[config.mk]
export PLATFORM = sky130hd
export DESIGN_NAME = skullfet_wb_tester
export DESIGN_NICKNAME = d
export VERILOG_FILES = /design/src/rtl/skullfet_pkg.sv /design/src/rtl/skullfet_wb_regs.sv /design/src/rtl/skullfet_wb_tester.sv
export SDC_FILE = /design/constraint.sdc
export NUM_CORES = 1
export LEC_CHECK = 0
export CAP_MARGIN = 10
export CORE_MARGIN = 1.5
export CORE_UTILIZATION = 40
export CTS_CLUSTER_DIAMETER = 60
export CTS_CLUSTER_SIZE = 28
export DETAILED_ROUTE_END_ITERATION = 8
export GPL_ROUTABILITY_DRIVEN = 0
export PLACE_DENSITY = 0.72
export SLEW_MARGIN = 20
export SYNTH_ARGS = -nofsm -noshare
export SYNTH_HDL_FRONTEND = slang
export SYNTH_SLANG_ARGS = --single-unit
[constraint.sdc]
create_clock -name wb_clk_i -period 4.9 [get_ports wb_clk_i]
set_input_delay 0.735 -clock wb_clk_i [delete_from_list [all_inputs] [get_ports wb_clk_i]]
set_output_delay 0.735 -clock wb_clk_i [all_outputs]
set_load 0.02 [all_outputs]
[src/rtl/skullfet_pkg.sv]
// Shared constants, register map and sequencer state encoding for the
// SkullFET inverter functional tester.
package skullfet_pkg;

   localparam int unsigned PERIOD_W = 16;
   localparam int unsigned MIS_W    = 16;
   localparam int unsigned PERIOD_MIN = 3;

   localparam logic [7:0] OFF_CTRL   = 8'h00;
   localparam logic [7:0] OFF_PERIOD = 8'h04;
   localparam logic [7:0] OFF_COUNT  = 8'h08;
   localparam logic [7:0] OFF_STATUS = 8'h0C;
   localparam logic [7:0] OFF_OBS    = 8'h10;

   localparam int unsigned CTRL_EN     = 0;
   localparam int unsigned CTRL_START  = 1;
   localparam int unsigned CTRL_IRQ_EN = 2;
   localparam int unsigned CTRL_MANUAL = 3;

   localparam int unsigned STAT_DONE    = 0;
   localparam int unsigned STAT_BUSY    = 1;
   localparam int unsigned STAT_MIS_LSB = 16;

   localparam int unsigned OBS_RESP = 0;
   localparam int unsigned OBS_STIM = 1;

   typedef enum logic [1:0] {
      ST_IDLE  = 2'd0,
      ST_HOLD  = 2'd1,
      ST_CHECK = 2'd2,
      ST_DONE  = 2'd3
   } state_e;

   // Merge write data into an existing word honouring byte-lane selects.
   function automatic logic [31:0] apply_sel(input logic [31:0] old_v,
                                             input logic [31:0] new_v,
                                             input logic [3:0]  sel);
      logic [31:0] res;
      for (int b = 0; b < 4; b++) begin
         res[8*b +: 8] = sel[b] ? new_v[8*b +: 8] : old_v[8*b +: 8];
      end
      return res;
   endfunction

endpackage

[src/rtl/skullfet_wb_regs.sv]
// Wishbone slave for the tester: window decode, single-cycle ack,
// control/config register storage and readback mux.
module skullfet_wb_regs
   import skullfet_pkg::*;
#(
   parameter logic [31:0] BASE_ADDR = 32'h3000_0000,
   parameter int unsigned CNT_W     = 16
) (
   input  logic                i_clk,
   input  logic                i_rst,
   input  logic                i_cyc,
   input  logic                i_stb,
   input  logic                i_we,
   input  logic [3:0]          i_sel,
   input  logic [31:0]         i_adr,
   input  logic [31:0]         i_dat,
   output logic                o_ack,
   output logic [31:0]         o_dat,
   output logic                o_en,
   output logic                o_irq_en_nxt_c,
   output logic                o_manual,
   output logic                o_start,
   output logic [PERIOD_W-1:0] o_period,
   output logic [CNT_W-1:0]    o_count,
   output logic                o_done_w1c_c,
   input  logic                i_done,
   input  logic                i_busy,
   input  logic [MIS_W-1:0]    i_mismatch,
   input  logic                i_obs_resp,
   input  logic                i_obs_stim
);

   logic                r_ack;
   logic [31:0]         r_dat;
   logic                r_en;
   logic                r_irq_en;
   logic                r_manual;
   logic                r_start;
   logic [PERIOD_W-1:0] r_period;
   logic [CNT_W-1:0]    r_count;

   logic        w_hit;
   logic        w_acc;
   logic        w_wr;
   logic [7:0]  w_off;
   logic [3:0]  w_ctrl_m;
   logic [31:0] w_rdata;

   assign w_off = i_adr[7:0];
   assign w_hit = (i_adr[31:8] == BASE_ADDR[31:8]);
   assign w_acc = i_cyc & i_stb & ~r_ack & w_hit;
   assign w_wr  = w_acc & i_we;

   assign w_ctrl_m = 4'(apply_sel({28'd0, r_manual, r_irq_en, 1'b0, r_en}, i_dat, i_sel));

   // Next IRQ_EN lets the interrupt track a CTRL write on the same edge.
   assign o_irq_en_nxt_c = (w_wr && w_off == OFF_CTRL) ? w_ctrl_m[CTRL_IRQ_EN] : r_irq_en;
   assign o_done_w1c_c   = w_wr && (w_off == OFF_STATUS) && i_sel[0] && i_dat[0];

   always_comb begin
      w_rdata = '0;
      case (w_off)
         OFF_CTRL: begin
            w_rdata[CTRL_EN]     = r_en;
            w_rdata[CTRL_IRQ_EN] = r_irq_en;
            w_rdata[CTRL_MANUAL] = r_manual;
         end
         OFF_PERIOD: w_rdata = 32'(r_period);
         OFF_COUNT:  w_rdata = 32'(r_count);
         OFF_STATUS: begin
            w_rdata[STAT_DONE]                = i_done;
            w_rdata[STAT_BUSY]                = i_busy;
            w_rdata[STAT_MIS_LSB +: MIS_W]    = i_mismatch;
         end
         OFF_OBS: begin
            w_rdata[OBS_RESP] = i_obs_resp;
            w_rdata[OBS_STIM] = i_obs_stim;
         end
         default: ;
      endcase
   end

   always_ff @(posedge i_clk) begin
      if (i_rst) begin
         r_ack    <= 1'b0;
         r_dat    <= '0;
         r_en     <= 1'b0;
         r_irq_en <= 1'b0;
         r_manual <= 1'b0;
         r_start  <= 1'b0;
         r_period <= PERIOD_W'(PERIOD_MIN);
         r_count  <= '0;
      end else begin
         r_ack   <= w_acc;
         r_dat   <= (w_acc && !i_we) ? w_rdata : '0;
         r_start <= 1'b0;
         if (w_wr) begin
            case (w_off)
               OFF_CTRL: begin
                  r_en     <= w_ctrl_m[CTRL_EN];
                  r_irq_en <= w_ctrl_m[CTRL_IRQ_EN];
                  r_manual <= w_ctrl_m[CTRL_MANUAL];
                  r_start  <= w_ctrl_m[CTRL_START];
               end
               OFF_PERIOD: r_period <= PERIOD_W'(apply_sel(32'(r_period), i_dat, i_sel));
               OFF_COUNT:  r_count  <= CNT_W'(apply_sel(32'(r_count), i_dat, i_sel));
               default: ;
            endcase
         end
      end
   end

   assign o_ack    = r_ack;
   assign o_dat    = r_dat;
   assign o_en     = r_en;
   assign o_manual = r_manual;
   assign o_start  = r_start;
   assign o_period = r_period;
   assign o_count  = r_count;

endmodule

[src/rtl/skullfet_wb_tester.sv]
// SkullFET inverter tester: drives the cell input, synchronizes the cell
// output and counts responses that are not the inverse of the stimulus.
module skullfet_wb_tester
   import skullfet_pkg::*;
#(
   parameter logic [31:0] BASE_ADDR = 32'h3000_0000,
   parameter int unsigned CNT_W     = 16
) (
   input  logic        wb_clk_i,
   input  logic        wb_rst_i,
   input  logic        wbs_cyc_i,
   input  logic        wbs_stb_i,
   input  logic        wbs_we_i,
   input  logic [3:0]  wbs_sel_i,
   input  logic [31:0] wbs_adr_i,
   input  logic [31:0] wbs_dat_i,
   output logic        wbs_ack_o,
   output logic [31:0] wbs_dat_o,
   output logic        stim_o,
   output logic        stim_oeb_o,
   input  logic        resp_i,
   output logic        irq_o
);

   state_e              r_state;
   logic [1:0]          r_sync;
   logic                r_stim;
   logic                r_oeb;
   logic                r_irq;
   logic [CNT_W-1:0]    r_rem;
   logic [PERIOD_W-1:0] r_hold;
   logic [CNT_W-1:0]    r_mis;
   logic                r_done;

   state_e              w_state_nxt;
   logic                w_stim_nxt;
   logic [CNT_W-1:0]    w_rem_nxt;
   logic [PERIOD_W-1:0] w_hold_nxt;
   logic [CNT_W-1:0]    w_mis_nxt;
   logic                w_done_nxt;

   logic                w_en;
   logic                w_irq_en_nxt;
   logic                w_manual;
   logic                w_start;
   logic [PERIOD_W-1:0] w_period;
   logic [PERIOD_W-1:0] w_period_eff;
   logic [CNT_W-1:0]    w_count;
   logic                w_done_w1c;
   logic                w_busy;
   logic                w_sync_resp;

   skullfet_wb_regs #(
      .BASE_ADDR (BASE_ADDR),
      .CNT_W     (CNT_W)
   ) u_regs (
      .i_clk          (wb_clk_i),
      .i_rst          (wb_rst_i),
      .i_cyc          (wbs_cyc_i),
      .i_stb          (wbs_stb_i),
      .i_we           (wbs_we_i),
      .i_sel          (wbs_sel_i),
      .i_adr          (wbs_adr_i),
      .i_dat          (wbs_dat_i),
      .o_ack          (wbs_ack_o),
      .o_dat          (wbs_dat_o),
      .o_en           (w_en),
      .o_irq_en_nxt_c (w_irq_en_nxt),
      .o_manual       (w_manual),
      .o_start        (w_start),
      .o_period       (w_period),
      .o_count        (w_count),
      .o_done_w1c_c   (w_done_w1c),
      .i_done         (r_done),
      .i_busy         (w_busy),
      .i_mismatch     (MIS_W'(r_mis)),
      .i_obs_resp     (w_sync_resp),
      .i_obs_stim     (r_stim)
   );

   assign w_sync_resp  = r_sync[1];
   assign w_busy       = (r_state == ST_HOLD) || (r_state == ST_CHECK);
   assign w_period_eff = (w_period < PERIOD_W'(PERIOD_MIN)) ? PERIOD_W'(PERIOD_MIN) : w_period;

   always_ff @(posedge wb_clk_i) begin
      if (wb_rst_i) begin
         r_state <= ST_IDLE;
         r_sync  <= '0;
         r_stim  <= 1'b0;
         r_oeb   <= 1'b1;
         r_irq   <= 1'b0;
         r_rem   <= '0;
         r_hold  <= '0;
         r_mis   <= '0;
         r_done  <= 1'b0;
      end else begin
         r_state <= w_state_nxt;
         r_sync  <= {r_sync[0], resp_i};
         r_stim  <= w_stim_nxt;
         r_oeb   <= ~w_en;
         r_irq   <= w_done_nxt & w_irq_en_nxt;
         r_rem   <= w_rem_nxt;
         r_hold  <= w_hold_nxt;
         r_mis   <= w_mis_nxt;
         r_done  <= w_done_nxt;
      end
   end

   // Sequencer; DONE is flagged on entry so a same-cycle W1C loses.
   always_comb begin
      w_state_nxt = r_state;
      w_stim_nxt  = r_stim;
      w_rem_nxt   = r_rem;
      w_hold_nxt  = r_hold;
      w_mis_nxt   = r_mis;
      w_done_nxt  = r_done;

      if (w_done_w1c) w_done_nxt = 1'b0;
      if (r_state == ST_IDLE) w_stim_nxt = w_manual;

      if (!w_en) begin
         w_state_nxt = ST_IDLE;
      end else begin
         case (r_state)
            ST_IDLE, ST_DONE: begin
               if (r_state == ST_DONE) w_state_nxt = ST_IDLE;
               if (w_start) begin
                  w_mis_nxt  = '0;
                  w_done_nxt = 1'b0;
                  if (w_count == '0) begin
                     w_state_nxt = ST_DONE;
                     w_done_nxt  = 1'b1;
                  end else begin
                     w_state_nxt = ST_HOLD;
                     w_rem_nxt   = w_count;
                     w_hold_nxt  = w_period_eff - PERIOD_W'(1);
                  end
               end
            end
            ST_HOLD: begin
               if (r_hold == '0) w_state_nxt = ST_CHECK;
               else              w_hold_nxt  = r_hold - PERIOD_W'(1);
            end
            ST_CHECK: begin
               if (w_sync_resp == r_stim && r_mis != '1) w_mis_nxt = r_mis + CNT_W'(1);
               w_stim_nxt = ~r_stim;
               w_rem_nxt  = r_rem - CNT_W'(1);
               if (r_rem == CNT_W'(1)) begin
                  w_state_nxt = ST_DONE;
                  w_done_nxt  = 1'b1;
               end else begin
                  w_state_nxt = ST_HOLD;
                  w_hold_nxt  = w_period_eff - PERIOD_W'(1);
               end
            end
            default: w_state_nxt = ST_IDLE;
         endcase
      end
   end

   assign stim_o     = r_stim;
   assign stim_oeb_o = r_oeb;
   assign irq_o      = r_irq;

endmodule

## Word-level counts from Yosys, hierarchy flattened

Cells that the tools add are included.
Widths: inputs -> output; s select.

- Magnitude comparators: 1
- Mux-type cells: 33
- Reductions and logical operators: 28
- Add/sub/neg operators: 4
- Bitwise logic cells: 13
- Equal/unequal tests: 18

Operator list:

| cell | count |
|---|---|
| $mux 16 | 9 |
| $pmux 16 s2 | 2 |
| $pmux 16 s3 | 1 |
| $sub 16x1->16 const B | 3 |
| $logic_not 16->1 | 2 |
| $eq 24x22->1 const B | 1 |
| $pmux 12 s2 | 1 |
| $add 16x1->16 const B | 1 |
| $eq 16x1->1 const B | 1 |
| $eq 8x4->1 const B | 2 |
| $lt 16x2->1 const B | 1 |
| $ne 16x16->1 const B | 1 |
| $reduce_and 3->1 | 5 |
| $pmux 2 s3 | 2 |
| $mux 2 | 5 |
| $mux 1 | 9 |
| $eq 8x3->1 const B | 1 |
| $eq 8x5->1 const B | 1 |
| $logic_not 8->1 | 1 |
| $not 1->1 | 8 |
| $reduce_and 4->1 | 2 |
| $logic_and 1x1->1 | 6 |
| $ne 2x1->1 const B | 3 |
| $ne 2x2->1 const B | 3 |
| other kinds (18) | 26 |

- Logic and storage cells: 117
- Input bits: 74
- Output and inout port bits: 36
- Register bits: 125

## Depth between registers and ports, before layout

Gate-level depths: netlist of the first run.

- Word-level depth: 12
- Depth in mapped cells: 14

## By module

From an unflattened synthesis of the first run, not the netlist that was laid out.

- Cells, all modules: 760
- Area total of the unflattened synthesis: 6,326.1 sq um

By module, submodules not included:

| module | cells an instance | area an instance (sq um) | seq. area each (sq um) | times used |
|---|---|---|---|---|
| skullfet_wb_tester | 464 | 3,585.9 | 1,121.1 | 1 |
| skullfet_wb_regs | 296 | 2,740.1 | 1,381.3 | 1 |

## Worst setup path before layout of the first run

Ideal clock, no wire load.

- Kind: reg-to-reg
- Start: register r_state[1]
- End: register r_hold[12]
- Slack: 2.019 ns
- Clock period less this slack: 2.881 ns
- Buffers on the path: 4
- Setup time: 0.132 ns
- Data arrival time: 2.749 ns
- Stages on the path, launching flop included: 14
- Data required time: 4.768 ns
- Cell sequence: dfxtp_1 -> inv_1 -> ha_1 -> buf_4 -> buf_2 -> buf_2 -> a41o_1 -> o22ai_1 -> ha_1 -> clkbuf_1 -> nor3b_1 -> mux2_2 -> o31ai_1 -> a21oi_1

- Word-level cells in the longest chain between the ends: 4
- Elaborated cells on any way between the ends: 11
- Classes of those cells: 7 x eq/ne; 1 x mux; 3 x reduce/logical

RTL lines:

| item | RTL line | RTL |
|---|---|---|
| start, declared | skullfet_wb_tester.sv:25 | `state_e r_state;` |
| start signal, assigned | skullfet_wb_tester.sv:97 | `r_state <= w_state_nxt;` |
| $eq 2x2->1 or $logic_not 2->1 (tied branches) | skullfet_wb_tester.sv:124 | `case (r_state)` |
| $reduce_or 2->1 | skullfet_wb_tester.sv:124 |  |
| $ne 2x1->1 (no line) or $ne 2x2->1 (tied branches) | -- |  |
| $reduce_and 5->1 (no line) | -- |  |
| end signal, assigned | skullfet_wb_tester.sv:103 | `r_hold <= w_hold_nxt;` |
| end, declared | skullfet_wb_tester.sv:31 | `logic [PERIOD_W-1:0] r_hold;` |

Parallel ways exist; a longest one is shown, timed or not.
A chain may end at the register's enable or synchronous reset.

## Worst setup path in the final report of the first run

- Start: register r_state[1]
- End: register r_hold[6]

Same word-level chain as after synthesis.

==> impl_metrics.yaml, run 1 <==
status:
  status: "finished clean"
critical_path:
  cp_slowest_stage_delay_ns: 0.47
  cpMaxStageDelayCell: "ha_1"
  worst_setup_path_start_kind: "register"
  arrival_ns: 3.39
  crit_fanout: 28
  cp_cell_sequence: "inv_1 > ha_1 > buf_4 > inv_1 > o22ai_1 > ha_1 > o21ai_0 > nor3b_1 > xnor2_1 > o2111a_1 > nor3_1"
  end_kind: "register"
  cp.required_ns: 5.18
  critPathKind: "register to register"
timing:
  finalHoldViolCount: 0
  fmax_mhz: 321
  setup-tns-final_ns: 0
  drv_slew: 0
  setup_viol: 0
  finalCriticalPeriod_ns: 3.12
  rsz0062_at_grt: "no"
  slew_headroom_pct: 37.3
  holdWs_ns: 0.444
  skew_ns: 0.00741
  finalCritPeriodShare_pct: 63.6
  worst_pin_slew_ns: 0.939
clock_tree:
  postCtsHoldBufs: 0
  path_clk_slew_ns: 0.06
  post_cts_buffers: 0
  numClockSinks: 125
  root_buffer: "clkbuf_16"
  tritoncts: "yes"
  clock_latency_ns: 0.43
  htreeDepth: 4
  numCtsBuffers: 17
  clockBufferDepth: 2
  ctsResizeCount: 0
global_route:
  grt_overflow: 0
  grt_pass1_vias: 5527
  antenna_found_initial: 0
  grt_max_degree: 76
  grt_first_pass_wirelength_microns: 28300
  grtUsageTotal_pct: 21.4
synthesis:
  synth.distinct_cells: 72
  synth_warnings: 0
  synth-edff-count: 0
  syn_inst: 757
  ys_seq_area_share_pct: 39.0
  synth_fp_nets: 838
  syn_area_sq_um: 6420
  ys_seq_elements: 125
  synth_flop_cell: "dfxtp_1"
  syn_area_per_cell_sq_um: 8.49
  ys_async_sr_fraction_pct: 0
finish:
  drive_above_1_share_pct: 8.10
  nets: 908
  multiInputGateArea_sq_um: 3610
  nFillCells: 1523
  final_util_pct: 50.8
  n_antenna_cell: 0
  area_growth_pct: 24.7
  seq_area_sq_um: 2500
routing:
  ant_nets: 0
  drt_wl_total_microns: 17200
  wire_per_inst_microns: 16.3
  viasPerCell: 5.61
  drt_pre_antenna_iters: 5
  drcViolationCount: 0
  drtIter0Drc: 448
  via_count: 5919
floorplanning:
  die_width_microns: 130
  fp.dieH_microns: 130
  io-pin-count: 110
  row_count: 46
  core_sq_um: 15800
  start_util_pct: 40.7
  die_area_sq_um: 16800
run:
  maxCapViolations: 0
power:
  peakVddDrop_v: 0.000314
  leakagePower_uw: 0.00279
  powerDensity_nw_per_um2: 296
place:
  io_buffers: 91
  place_hpwl_microns: 11800
hold_path:
  hp-class: "register to register"
==> worst paths after layout <==
check / start / end / cells past startpoint / slack (ns)
setup reg to reg: r_state[1] / r_hold[6] / 11 / 1.78
hold / removal: r_sync[0] / r_sync[1] / 1 / 0.44
setup / recovery: r_state[1] / r_hold[6] / 11 / 1.78
hold reg to reg: r_sync[0] / r_sync[1] / 1 / 0.44
==> area by class of cell <==
cell class	count	share of cell area, %
multi-input combinational	565	45.1
tap	216	3.37
sequential	125	31.2
clock buffer	18	5.36
timing repair buffer	97	11.9
inverter	21	0.984
clock inverter	14	2.11
==> layout by cell type, fill, tap and decap left out, types with 6 or more instances in the layout <==
master,n
o22ai_1,12
xnor2_1,17
buf_4,6
nor2_1,113
inv_1,21
nor2b_1,15
a41oi_1,6
and2_1,15
ha_1,7
dfxtp_1,125
nand4_1,12
a22oi_1,16
o21ai_0,22
nand3b_1,6
clkdlybuf4s50_1,90
or3_1,10
nor4_1,14
clkbuf_16,17
nor3b_1,9
a211oi_1,14
nand2_1,43
nand3_1,17
o31ai_1,11
a2111oi_0,6
mux2i_1,35
a21oi_1,46
a31oi_1,7
and4_1,6
nor3_1,34
==> through the flow <==
| step | power (uW) | cell area (sq um) | std cells | setup WS [ns] |
|---|---|---|---|---|
| after global placement | 1110 | 7400 | 1024 | 1.54 |
| after global routing | 2430 | 8010 | 1056 | 1.44 |
| after detailed placement | 1120 | 7400 | 1024 | 1.45 |
| final | 2370 | 8010 | 1056 | 1.78 |
| after floorplan | 1060 | 6420 | 757 | 2.02 |
| after CTS | 2390 | 8000 | 1056 | 1.81 |
==> synth_stat cells, types with 15 or more instances <==
cell | number | area, sq um
nand3_1 | 17 | 85.1
clkbuf_1 | 26 | 97.6
and2_1 | 15 | 93.8
nor2_1 | 113 | 424
mux2i_1 | 35 | 350
nor3_1 | 34 | 170
inv_1 | 21 | 78.8
dfxtp_1 | 125 | 2500
a21oi_1 | 46 | 230
xnor2_1 | 17 | 149
nand2_1 | 43 | 161
o21ai_0 | 22 | 110
nor2b_1 | 15 | 93.8
a22oi_1 | 16 | 120
==> report_power, final <==
| group | leakage [uW] | internal, uW | switching [uW] |
|---|---|---|---|
| Clock | 0.000290 | 799 | 478 |
| Sequential | 0.00101 | 1020 | 0.331 |
| Combinational | 0.00150 | 43.5 | 32.2 |
| Total | 0.00279 | 1860 | 511 |
==> kinds of logic after synthesis <==
family | share of synthesized area [%]
simple gates | 27.6
compound gates | 18.2
flops | 39.0
buf+inv | 4.99
mux | 6.33
xor+xnor | 2.59
fa+ha+maj | 1.36
==> flip-flops by register name (all words and copies together) (netlist names) <==
signal,flops
u_regs.o_manual,1
stim_oeb_o,1
u_regs.o_dat,32
u_regs.o_count,16
r_hold,16
r_mis,16
u_regs.r_irq_en,1
stim_o,1
r_sync,2
irq_o,1
u_regs.o_start,1
r_rem,16
u_regs.o_period,16
r_state,2
r_done,1
u_regs.o_ack,1
u_regs.o_en,1
==> worst max-delay path: cells and delay by family, from the launching register on <==
kind,cells,cell delay [ns]
adder cells (fa/ha/maj),2,0.62
flip-flops,1,0.31
XOR/XNOR,1,0.15
buffers and inverters,3,0.69
AO/OA/AOI/OAI,3,0.81
AND/OR/NAND/NOR,2,0.36
==> metal layers <==
layer | part of all wire (%) | GRT usage, %
met1 | 46 | 28.1
met2 | 48 | 35.1
met3 | 4.7 | 5.08
met5 | 0 | 0
met4 | 1.1 | 6.34
(Power assumes the default switching activity.)
==> inputs of run 2 (changes only) <==
--- a/config.mk
+++ b/config.mk
@@ -12,7 +12,7 @@
 export CTS_CLUSTER_SIZE = 28
 export DETAILED_ROUTE_END_ITERATION = 8
 export GPL_ROUTABILITY_DRIVEN = 0
-export PLACE_DENSITY = 0.72
+export PLACE_DENSITY = 0.75
 export SLEW_MARGIN = 20
 export SYNTH_ARGS = -nofsm -noshare
 export SYNTH_HDL_FRONTEND = slang
==> constraint.sdc (replaced) <==
create_clock -name wb_clk_i -period 2.8 [get_ports wb_clk_i]
set_input_delay 0.42 -clock wb_clk_i [delete_from_list [all_inputs] [get_ports wb_clk_i]]
set_output_delay 0.42 -clock wb_clk_i [all_outputs]
set_load 0.02 [all_outputs]
==> run 2 against run 1 <==
  * Sequential share of layout area decreased by 1.4 points
  * Register-to-register slack got worse by 1.6 ns
  * Final area increased by 4.8%
  * Cell count increased by 3.4%
  * Flip-flop and latch count unchanged
  * Hold slack got worse by 0.26 ns
  * Clock skew increased by 0.0013 ns
  * Via count increased by 3.4%
==> impl_metrics.yaml, run 2 (synthesis gave the netlist of run 1 again) <==
timing:
  setup-tns-final_ns: 0
  fmax_mhz: 387
  setup_viol: 0
  finalHoldViolCount: 0
  finalCriticalPeriod_ns: 2.58
  drv_slew: 0
  slew_headroom_pct: 46.9
  holdWs_ns: 0.187
  worst_pin_slew_ns: 0.794
  rsz0062_at_grt: "no"
  finalCritPeriodShare_pct: 92.2
  skew_ns: 0.00870
finish:
  final_cell_mix: "dfxtp_1, nor2_1, clkdlybuf4s50_1, a21oi_1, nand2_1"
  n_antenna_cell: 0
  drive_above_1_share_pct: 12.1
  nets: 944
  largest_reg_flops: 32
  final_common_cell: "dfxtp_1"
  nFillCells: 1417
  area_growth_pct: 30.7
floorplanning:
  die_width_microns: 130
  fp.dieH_microns: 130
  core_sq_um: 15800
  start_util_pct: 40.7
  die_area_sq_um: 16800
  row_count: 46
  io-pin-count: 110
routing:
  drt_pre_antenna_iters: 5
  drt_wl_total_microns: 17800
  via_count: 6121
  wire_per_inst_microns: 16.3
  viasPerCell: 5.61
  ant_nets: 0
  drtIter0Drc: 383
  drcViolationCount: 0
global_route:
  grt_pass1_vias: 5853
  met1_usage_pct: 27.5
  grtUsageTotal_pct: 21.8
  use_met2_pct: 36.5
  antenna_found_initial: 0
  grt_max_degree: 52
  grt-busiest-layer: "met2"
  grt_overflow: 0
  grt_first_pass_wirelength_microns: 28800
  grt_use_met3_pct: 4.92
clock_tree:
  root_buffer: "clkbuf_16"
  htreeDepth: 4
  tritoncts: "yes"
  numCtsBuffers: 17
  postCtsHoldBufs: 0
  path_clk_slew_ns: 0.06
  clock_latency_ns: 0.43
  numClockSinks: 125
  clockBufferDepth: 2
place:
  place_hpwl_microns: 12400
  io_buffers: 91
critical_path:
  critical-path-top-delay-family: "simple AND/OR/NAND/NOR gates"
  cp_slowest_stage_delay_ns: 0.46
  worst-path-buf-inv: 3
  cp.required_ns: 3.09
  cpMostUsedCell: "buf_4"
  critPathKind: "register to register"
  end_kind: "register"
  cp_cell_sequence: "inv_1 > ha_1 > nor4_1 > nand4_1 > nor2_1 > buf_4 > or3_1 > buf_4 > o41ai_1 > a21oi_1"
  worst_setup_path_start_kind: "register"
  arrival_ns: 2.88
  crit_fanout: 17
  cpMaxStageDelayCell: "ha_1"
hold_path:
  hp-class: "primary input to register"
power:
  leakagePower_uw: 0.00302
  peakVddDrop_v: 0.000498
  powerDensity_nw_per_um2: 533
status:
  status: "finished clean"
run:
  maxCapViolations: 0
run 2: path summary, 6_finish.rpt:
| path | start | cells past startpoint | end | slack, ns |
|---|---|---|---|---|
| worst max-delay path | r_state[1] | 10 | r_hold[3] | 0.22 |
| worst min-delay path | wb_rst_i | 2 | u_regs.o_ack | 0.19 |
| worst max register to register | r_state[1] | 10 | r_hold[3] | 0.22 |
| worst min register to register | r_sync[0] | 1 | r_sync[1] | 0.44 |
run 2: layer usage:
metal	wire length [microns]	share of wire, %
met1	8080	45
met2	8460	47
met3	962	5.4
met4	338	1.9
met5	0	0
run 2: where the power goes:
| group | leakage, uW | switching, uW | internal (uW) |
|---|---|---|---|
| sequential | 0.00101 | 0.558 | 1780 |
| combinational | 0.00169 | 59.5 | 79.3 |
| clock | 0.000329 | 793 | 1760 |
| total | 0.00302 | 853 | 3620 |
run 2: timing repair:
action | CTS | global route
endpoints found under the setup margin | 0 | 4
buffers inserted | 0 | 0
gates resized for setup | 0 | 2
run 2: layout make-up:
type | instances | area (sq um) | share of cell area, %
clock buffer | 22 | 484 | 5.77
clock inverter | 10 | 208 | 2.47
inverter | 21 | 78.8 | 0.939
multi-input combinational | 565 | 3620 | 43.1
sequential | 125 | 2500 | 29.8
tap | 216 | 270 | 3.22
timing repair buffer | 133 | 1230 | 14.7
run 2: per-stage QoR:
step / setup WS (ns) / cells / util, % / power (uW) / area [sq um]
global placement: 0.178 / 1060 / 48.8 / 1960 / 7690
finish: 0.218 / 1092 / 53.3 / 4470 / 8400
detailed placement: 0.105 / 1060 / 48.8 / 1960 / 7690
global route: 0.000724 / 1092 / 53.3 / 4580 / 8400
floorplan: 0.0856 / 757 / - / 1850 / 6430
CTS: 0.0806 / 1092 / 53.2 / 4490 / 8380
run 2: worst reg2reg max path, stage by stage (launching register included):
cell and delay, ns:
dfxtp_1 0.33, inv_1 0.08, ha_1 0.46, nor4_1 0.09
nand4_1 0.18, nor2_1 0.12, buf_4 0.16, or3_1 0.36
buf_4 0.21, o41ai_1 0.36, a21oi_1 0.10
==> inputs of run 3 (changes only) <==
--- a/config.mk
+++ b/config.mk
@@ -11,7 +11,7 @@
 export CTS_CLUSTER_DIAMETER = 60
 export CTS_CLUSTER_SIZE = 28
 export DETAILED_ROUTE_END_ITERATION = 8
-export GPL_ROUTABILITY_DRIVEN = 0
+export GPL_ROUTABILITY_DRIVEN = 1
 export PLACE_DENSITY = 0.75
 export SLEW_MARGIN = 20
 export SYNTH_ARGS = -nofsm -noshare
==> results of run 3 <==
Same layout as run 2: the final DEF is identical, and so are final timing and power.
